### src/rtl/or_rn_2ph_pkg.sv
// Shared types and the round-robin search used by the two-phase request merger.
package or_rn_2ph_pkg;

   localparam int MAX_CH   = 16;
   localparam int CH_IDX_W = 4;

   typedef enum logic {
      IDLE,
      WAIT
   } state_t;

   // First set bit of pend at or after ptr, wrapping within n_ch; returns ptr if none set.
   function automatic logic [CH_IDX_W-1:0] rr_pick(
      input logic [MAX_CH-1:0]   pend,
      input logic [CH_IDX_W-1:0] ptr,
      input int                  n_ch
   );
      logic found;
      int   j;
      rr_pick = ptr;
      found   = 1'b0;
      for (int k = 0; k < MAX_CH; k++) begin
         j = int'(ptr) + k;
         if (j >= n_ch) begin
            j = j - n_ch;
         end
         if ((k < n_ch) && !found && pend[j[CH_IDX_W-1:0]]) begin
            rr_pick = j[CH_IDX_W-1:0];
            found   = 1'b1;
         end
      end
   endfunction

endpackage

### src/rtl/or_rn_2ph_sync_sync_ff.sv
// Multi-bit flop synchroniser of configurable depth, cleared by synchronous reset.
module sync_ff #(
   parameter int WIDTH  = 1,
   parameter int STAGES = 2
) (
   input  logic             clk,
   input  logic             rst,
   input  logic [WIDTH-1:0] d,
   output logic [WIDTH-1:0] q
);

   logic [STAGES-1:0][WIDTH-1:0] stage_reg;

   always_ff @(posedge clk) begin
      if (rst) begin
         stage_reg <= '0;
      end else begin
         stage_reg <= {stage_reg[STAGES-2:0], d};
      end
   end

   assign q = stage_reg[STAGES-1];

endmodule

### src/rtl/or_rn_2ph_sync.sv
// N-channel two-phase request merger with round-robin arbitration and protocol checking.
// Define OR_RN_2PH_COALESCE_EN to merge all pending channels into one output transaction.
module or_rn_2ph_sync
   import or_rn_2ph_pkg::*;
#(
   parameter int N_CH        = 4,
   parameter int SYNC_STAGES = 2
) (
   input  logic                    clk,
   input  logic                    rst,
   input  logic [N_CH-1:0]         r_in,
   output logic [N_CH-1:0]         a_in,
   output logic                    r_out,
   input  logic                    a_out,
   output logic [$clog2(N_CH)-1:0] grant_id,
   output logic                    busy,
   output logic                    proto_err
);

   localparam int GW = $clog2(N_CH);

   logic [N_CH-1:0]     rs;
   logic                as;
   logic [N_CH-1:0]     rs_prev_reg;
   logic                as_prev_reg;
   logic [N_CH-1:0]     a_in_reg;
   logic                r_out_reg;
   logic [GW-1:0]       grant_id_reg;
   logic                busy_reg;
   logic                proto_err_reg;
   logic [N_CH-1:0]     mask_reg;
   state_t              state_reg;

   logic [N_CH-1:0]     pend;
   logic [N_CH-1:0]     dbl_tog;
   logic                as_idle_tog;
   logic [MAX_CH-1:0]   pend_ext;
   logic [CH_IDX_W-1:0] pick_idx;
   logic [N_CH-1:0]     mask_next;

   sync_ff #(.WIDTH(N_CH), .STAGES(SYNC_STAGES)) u_sync_req (
      .clk (clk),
      .rst (rst),
      .d   (r_in),
      .q   (rs)
   );

   sync_ff #(.WIDTH(1), .STAGES(SYNC_STAGES)) u_sync_ack (
      .clk (clk),
      .rst (rst),
      .d   (a_out),
      .q   (as)
   );

   assign pend = rs ^ a_in_reg;

   // A fresh toggle on a channel whose previous request is still unacknowledged.
   generate
      for (genvar gi = 0; gi < N_CH; gi++) begin : g_chan
         assign dbl_tog[gi] = (rs[gi] ^ rs_prev_reg[gi]) & (rs_prev_reg[gi] ^ a_in_reg[gi]);
      end
   endgenerate

   assign as_idle_tog = (state_reg == IDLE) && (as != as_prev_reg);

   always_comb begin
      pend_ext           = '0;
      pend_ext[N_CH-1:0] = pend;
   end

`ifdef OR_RN_2PH_COALESCE_EN
   assign pick_idx  = rr_pick(pend_ext, '0, N_CH);
   assign mask_next = pend;
`else
   logic [GW-1:0]       rr_ptr_reg;
   logic [GW-1:0]       rr_ptr_next;
   logic [CH_IDX_W-1:0] ptr_ext;

   always_comb begin
      ptr_ext         = '0;
      ptr_ext[GW-1:0] = rr_ptr_reg;
   end

   assign pick_idx    = rr_pick(pend_ext, ptr_ext, N_CH);
   assign rr_ptr_next = (grant_id_reg == GW'(N_CH - 1)) ? '0 : grant_id_reg + GW'(1);

   generate
      for (genvar gi = 0; gi < N_CH; gi++) begin : g_onehot
         assign mask_next[gi] = (pick_idx == CH_IDX_W'(gi));
      end
   endgenerate

   always_ff @(posedge clk) begin
      if (rst) begin
         rr_ptr_reg <= '0;
      end else if ((state_reg == WAIT) && (as == r_out_reg)) begin
         rr_ptr_reg <= rr_ptr_next;
      end
   end
`endif

   always_ff @(posedge clk) begin
      if (rst) begin
         rs_prev_reg   <= '0;
         as_prev_reg   <= 1'b0;
         a_in_reg      <= '0;
         r_out_reg     <= 1'b0;
         grant_id_reg  <= '0;
         busy_reg      <= 1'b0;
         proto_err_reg <= 1'b0;
         mask_reg      <= '0;
         state_reg     <= IDLE;
      end else begin
         rs_prev_reg <= rs;
         as_prev_reg <= as;
         if ((|dbl_tog) || as_idle_tog) begin
            proto_err_reg <= 1'b1;
         end
         case (state_reg)
            IDLE: begin
               if (|pend) begin
                  mask_reg     <= mask_next;
                  grant_id_reg <= GW'(pick_idx);
                  r_out_reg    <= ~r_out_reg;
                  busy_reg     <= 1'b1;
                  state_reg    <= WAIT;
               end
            end
            WAIT: begin
               if (as == r_out_reg) begin
                  a_in_reg  <= a_in_reg ^ mask_reg;
                  busy_reg  <= 1'b0;
                  state_reg <= IDLE;
               end
            end
            default: state_reg <= IDLE;
         endcase
      end
   end

   assign a_in      = a_in_reg;
   assign r_out     = r_out_reg;
   assign grant_id  = grant_id_reg;
   assign busy      = busy_reg;
   assign proto_err = proto_err_reg;

endmodule

### config.mk
export PLATFORM = sky130hd
export DESIGN_NAME = or_rn_2ph_sync
export DESIGN_NICKNAME = d
export VERILOG_FILES = /design/src/rtl/or_rn_2ph_pkg.sv /design/src/rtl/or_rn_2ph_sync_sync_ff.sv /design/src/rtl/or_rn_2ph_sync.sv
export SDC_FILE = /design/constraint.sdc
export NUM_CORES = 1
export LEC_CHECK = 0
export ABC_AREA = 1
export ABC_CLOCK_PERIOD_IN_PS = 2500
export BUFFER_PORTS_ARGS = -buffer_cell sky130_fd_sc_hd__clkbuf_2
export CAP_MARGIN = 25
export CORE_MARGIN = 2
export CORE_UTILIZATION = 57
export DETAILED_ROUTE_END_ITERATION = 7
export HOLD_SLACK_MARGIN = 0.12
export MAX_ROUTING_LAYER = met4
export PLACE_DENSITY = 0.88
export SYNTH_ARGS = -nofsm -noshare
export SYNTH_HDL_FRONTEND = slang
export SYNTH_SLANG_ARGS = --single-unit
### constraint.sdc
create_clock -name clk -period 2.5 [get_ports clk]
set_clock_uncertainty 0.15 [all_clocks]
set_input_delay 0.5 -clock clk [delete_from_list [all_inputs] [get_ports clk]]
set_output_delay 0.5 -clock clk [all_outputs]
set_load 0.005 [all_outputs]
After elaboration in Yosys (flattened, before gate mapping). Index checks and enable logic that the tools add are counted. Widths: inputs -> output; s select.

Flip-flop bits (word level): 31. Bits in latches: 0. Memory bits (writable): 0. Bits in read-only memories: 0. Bits of input ports: 7. Output and inout bits: 9. Logic and storage cells: 95. Memories: 0.

Add/sub/neg operators: 8. Multipliers: 0. Divide/modulo/power cells: 0. Order comparisons: 8. Equality and inequality tests: 8. Shift-type cells: 0. Muxes and demuxes: 26. Bitwise operators: 16. Reduce and logical (&&, ||, !) cells: 15.

Operators with widths (number): $mux 4 (8); $lt 4x5->1 const B (4); $bmux 1 s4 (4); $sub 3x3->4 const B (3); $mux 1 (11); $ge 3x3->1 const B (3); $eq 4x2->1 const B (2); $reduce_or 4->1 (2); $xor 1x1->1 (8); $xor 4x4->4 (2); $add 2x2->3 const B (2); $reduce_and 2->1 (3); $logic_and 1x1->1 (5); $and 1x1->1 (4); $eq 4x1->1 const B (1); $logic_not 4->1 (1); $ne 2x1->1 const B (2); $pmux 1 s2 (2); $sub 2x3->4 const B (1); $add 2x1->3 const B (1); $ge 2x3->1 const B (1); $logic_not 1->1 (3); $add 2x1->2 const B (1); $eq 2x2->1 const B (1); 5 further kinds (6).

Depth between registers and ports, before layout.
Depth after elaboration: 15. Gate-level depth with buffers: 14. Mapped depth without buffers: 14.

Cells and area by module. A second synthesis with hierarchy kept.

Cells, all modules: 205. Area, all modules: 1490.2 um^2.

Modules (own cells, without submodules): or_rn_2ph_sync (instances 1, cells an instance 170, area each 1173.6 um^2, seq. area each 420.4 um^2); sync_ff (u_sync_req) (instances 1, cells an instance 29, area each 261.5 um^2, seq. area each 160.2 um^2); sync_ff (u_sync_ack) (instances 1, cells an instance 6, area each 55.1 um^2, seq. area each 40.0 um^2).

Worst setup path before layout. No wires, ideal clock.

Path type: reg2reg. From: register rr_ptr_reg[0]. To: register mask_reg[1]. Arrival: 1.693 ns. Data required time: 2.282 ns. Slack: 0.589 ns. Stages on the path, launching flop included: 12. Buffers on the path: 0. Clock period less this slack: 1.911 ns. Cell sequence: dfxtp_1 > inv_2 > ha_1 > inv_1 > nand3_1 > nand2_1 > nand2_2 > clkinv_2 > nand3_1 > a21oi_2 > nand2_1 > a21oi_2.

Word-level cells in the longest chain between the ends: 15. Elaborated cells between the ends (all ways): 37. Those cells by class: add/sub (7); order compare (4); eq/ne (1); mux (19); reduce/logical (6).

Ends and longest elaborated chain: from (decl) (line or_rn_2ph_sync.sv:75) `logic [GW-1:0] rr_ptr_reg;`; from (signal assigned) (line or_rn_2ph_sync.sv:97) `rr_ptr_reg <= rr_ptr_next;`; branches (longest 13 deep; another with $sub 3x3->4); $mux 4 (*) (line or_rn_2ph_pkg.sv:27) `if ((k < n_ch) && !found && pend[j[CH_IDX_W-1:0]]) begin`; $eq 4x1->1 (*) (line or_rn_2ph_sync.sv:89) `assign mask_next[gi] = (pick_idx == CH_IDX_W'(gi));`; to (signal assigned) (line or_rn_2ph_sync.sv:122) `mask_reg <= mask_next;`; to (decl) (line or_rn_2ph_sync.sv:31) `logic [N_CH-1:0] mask_reg;`.

Every way passes the cells marked *. The select of a mux whose other input is x is not followed. A chain may end at the register's enable or synchronous reset.

Worst setup path after layout.
From: register rr_ptr_reg[0]. To: register mask_reg[0].

Word-level cells in the longest chain between the ends: 15. Elaborated cells between the ends (all ways): 37. Those cells by class: add/sub (7); order compare (4); mux (19); reduce/logical (7).

Ends and longest elaborated chain (line): branches (longest 13 deep; another with $sub 3x3->4); $mux 4 (*) (or_rn_2ph_pkg.sv:27); $logic_not 4->1 (*) (or_rn_2ph_sync.sv:89).

Marks and branches as above.

==> results.rst <==
.. list-table::
   :header-rows: 1

   * - Metric
     - Value
   * - Dominant cell type by area after synthesis
     - dfxtp_1
   * - Via count of the first global-routing pass
     - 1257
   * - Residual antenna-violating net count after detailed routing
     - 0
   * - Buffers on Ports
     - 15
   * - Endpoints failing setup
     - 0
   * - Number of setup buffers added after CTS
     - 0
   * - Maximum capacitance violations
     - 0
   * - Final period utilization
     - 87.4%
   * - Clock sinks
     - 31
   * - Number of synthesis warnings
     - 0
   * - Resize count post-CTS
     - 0
   * - TritonCTS clock tree
     - yes
   * - Final min period
     - 2.18 ns
   * - Worst hold path cell count
     - 3
   * - Category of the worst setup path launch point
     - flip-flop
   * - Beginning of the worst register-to-register path
     - rr_ptr_reg[0]
   * - Switching share of total power
     - 36.7%
   * - Final total negative setup slack
     - 0 ns
   * - Slew at the pin closest to its max-slew limit
     - 0.255 ns
   * - Total DRC errors in the routed layout
     - 0
   * - Tot Pwr
     - 1.25 mW
   * - Filler cell count in the final layout
     - 206
   * - Placeable core region
     - 2480 um^2
   * - Net switching power
     - 0.460 mW
   * - Total GRT Usage
     - 21.7%
   * - Outcome
     - finished, final reports clean
   * - Worst reg2reg path endpoint
     - mask_reg[0]
   * - Crit path DAT
     - 2.25 ns
   * - Worst setup slack after layout
     - 0.316 ns
   * - Max transition margin
     - 82.9%
   * - Hold violation total from the final report
     - 0
   * - Ratio of cells with drive above 1 in the final layout
     - 20.5%
   * - Number of buffers on the longest clock path
     - 2
   * - Flops & latches, synth
     - 31
   * - Syn-to-layout area delta
     - 11.3%
   * - Fraction of the yosys area taken by sequential cells
     - 41.5%
   * - Layout Nets
     - 246
   * - Root cell of the clock tree
     - clkbuf_4
   * - Fraction of post-synthesis cell area in the top cell type by area
     - 41.5%
   * - Per-cell routed wire length
     - 11.4 um
   * - Worst hold-check path type
     - primary input to flip-flop
   * - Clock power frac
     - 19.9%
   * - Share of async-settable or async-resettable flops after synthesis
     - 0%
   * - First-pass GRT wire length
     - 5180 um
   * - Estimated wirelength of the detail-placed design
     - 2310 um
   * - Largest driver fanout on the critical path
     - 9
   * - Total Routed Length
     - 3010 um
   * - Die height
     - 55.2 um
   * - Count of flip-flops with a built-in enable after synthesis
     - 0
   * - CTS H-tree depth
     - 2
   * - ANT cells
     - 0
   * - Count of unique library cells instantiated by Yosys
     - 24
   * - Total number of vias
     - 1422
   * - Count of pins on the block boundary
     - 16
   * - Hold-fix buffers at CTS
     - 0
   * - Starting density of the core
     - 60.4%
   * - Total power density per cell area
     - 752 nW/um^2
   * - Cell Int Power
     - 0.792 mW
   * - Maximum number of pins on one net before global-route repair
     - 21
   * - Critical path type
     - flip-flop to flip-flop
   * - TritonCTS Buffers
     - 5
   * - Post-Synthesis Mean Instance Area
     - 7.06 um^2
   * - Post-DR vias/cell
     - 5.39
   * - Number of antenna violations at the first check in global routing
     - 0
   * - Synthesized instance count
     - 212
   * - Achievable clock frequency
     - 458 MHz
   * - Top_reg_cell synth
     - dfxtp_1
   * - Unrepaired setup endpoints after global routing
     - no
   * - Main area contributors after synthesis
     - dfxtp_1 41%, nand2_1 14%, nand3_1 8.4%, inv_1 6.3%, nor2_1 5.8%
   * - Area used by multi-input combinational logic
     - 751 um^2
   * - Element type at the critical path end
     - flip-flop
   * - Pleak
     - 0.801 nW
   * - Number of DRC violations after detailed-routing iteration 0
     - 54
   * - Pre-CTS setup slack
     - 0.366 ns
   * - Sequential fraction of design power
     - 46.6%
   * - Max rail drop VDD
     - 0.604 mV
   * - Max-slew violation count
     - 0
   * - Number of nets in the synthesized netlist
     - 223
   * - Non-Filler Cell Area, Final
     - 1670 um^2
   * - Std-Cell Rows
     - 18
   * - Area of the mapped netlist
     - 1500 um^2
   * - Routability-driven placement congestion ratio
     - 0.889
   * - Area enclosed by the die boundary
     - 3050 um^2
   * - Congestion Overflow GR
     - 0
   * - Total iterations of the first detailed-routing run
     - 4
   * - Slack of the worst reg-to-reg path
     - 0.32 ns
   * - Sequential cell area
     - 621 um^2
   * - Total cell area at the placement stage
     - 1620 um^2
   * - Combinational Power Share
     - 33.5%
   * - End point of the worst hold path
     - u_sync_req.stage_reg[1]
   * - Reg2Reg Depth
     - 13
   * - Clock transition at path regs
     - 0.08 ns
   * - Die W
     - 55.2 um
   * - Final core utilization
     - 67.2%
   * - Required time at the worst-slack endpoint
     - 2.57 ns
   * - Worst Hold Launch
     - r_in[1]
   * - Insertion delay to the later sink of the worst-skew pair
     - 0.33 ns
worst max-delay path, cell delays in order (launching register included):
cell and delay (ns):
dfxtp_1 0.44, inv_2 0.14, ha_1 0.40, inv_1 0.11, nand3_1 0.12, inv_1 0.05, nor2_1 0.09, nand2_1 0.06
nor2_2 0.13, nand2_1 0.08, nand2_1 0.09, nand2_1 0.10, nand2_1 0.07, nor2_1 0.04
cells in the mapped netlist (3+ instances only):
cell type	instances
nand3_2	4
o21ai_0	5
nand2_2	10
ha_1	4
a21oi_1	9
dfxtp_1	31
inv_1	25
a21oi_2	3
nand2_1	54
nand3_1	25
nor2_1	23
inv_2	4
worst max-delay path by stage:
stage	start	end	slack, ns	cells after the start
floorplan	rr_ptr_reg[0]	mask_reg[1]	0.59	11
global placement	rr_ptr_reg[0]	mask_reg[0]	0.40	13
detailed placement	rr_ptr_reg[0]	mask_reg[0]	0.37	13
CTS	rr_ptr_reg[0]	mask_reg[0]	0.35	13
global route	rr_ptr_reg[0]	mask_reg[0]	0.05	13
finish	rr_ptr_reg[0]	mask_reg[0]	0.32	13
logic make-up (layout without fill, tap and decap cells):
logic type	Yosys count	after routing	share of synthesized area [%]
AOI/OAI and AO/OA	23	23	9.95
xor gates and xnor gates	2	2	1.17
adders and majority gates	4	4	3.34
buffers and inverters	33	55	8.36
DFF	31	31	41.5
and+or+nand+nor	119	119	35.7
placed cells by master (no fill, tap or decap), types with 2 or more instances in the layout:
master / n
nand3_2: 4
ha_1: 4
clkbuf_4: 5
nand2_2: 10
dfxtp_1: 31
clkbuf_2: 15
nor2_1: 23
a31oi_1: 2
a21oi_1: 9
inv_2: 4
o21ai_0: 5
inv_1: 25
a21oi_2: 3
buf_4: 3
nand2_1: 54
nor2_2: 2
nand3_1: 25
per-stage QoR:
step / cells / hold slack, ns
after detailed placement: 258 / 0.245
after floorplan: 212 / 0.238
final: 264 / 0.208
after global placement: 258 / 0.239
after global routing: 264 / 0.199
after CTS: 264 / 0.194
power by group through the flow:
stage,sequential [mW],combinational [mW],clock (mW)
after floorplan,0.592,0.311,0
after global placement,0.593,0.405,0
after detailed placement,0.594,0.415,0
after CTS,0.583,0.416,0.259
after global routing,0.592,0.480,0.278
final,0.584,0.419,0.249
area by class of cell:
class / count / area share (%)
inverters: 31 / 7.06
repair buffers: 18 / 5.86
clock buffers: 6 / 2.48
flip-flops and latches: 31 / 37.3
multi-input cells: 148 / 45.1
well taps: 30 / 2.25
per-layer routing:
layer | part of all wire (%) | vias to the layer above | global-route usage [%]
met3 | 5.9 | 7 | 5.62
met5 | 0 | - | -
met4 | 1.9 | 0 | 9.41
li1 | - | 721 | -
met2 | 48 | 50 | 36.1
met1 | 44 | 644 | 24.7
Power figures use the tool's default switching activity.
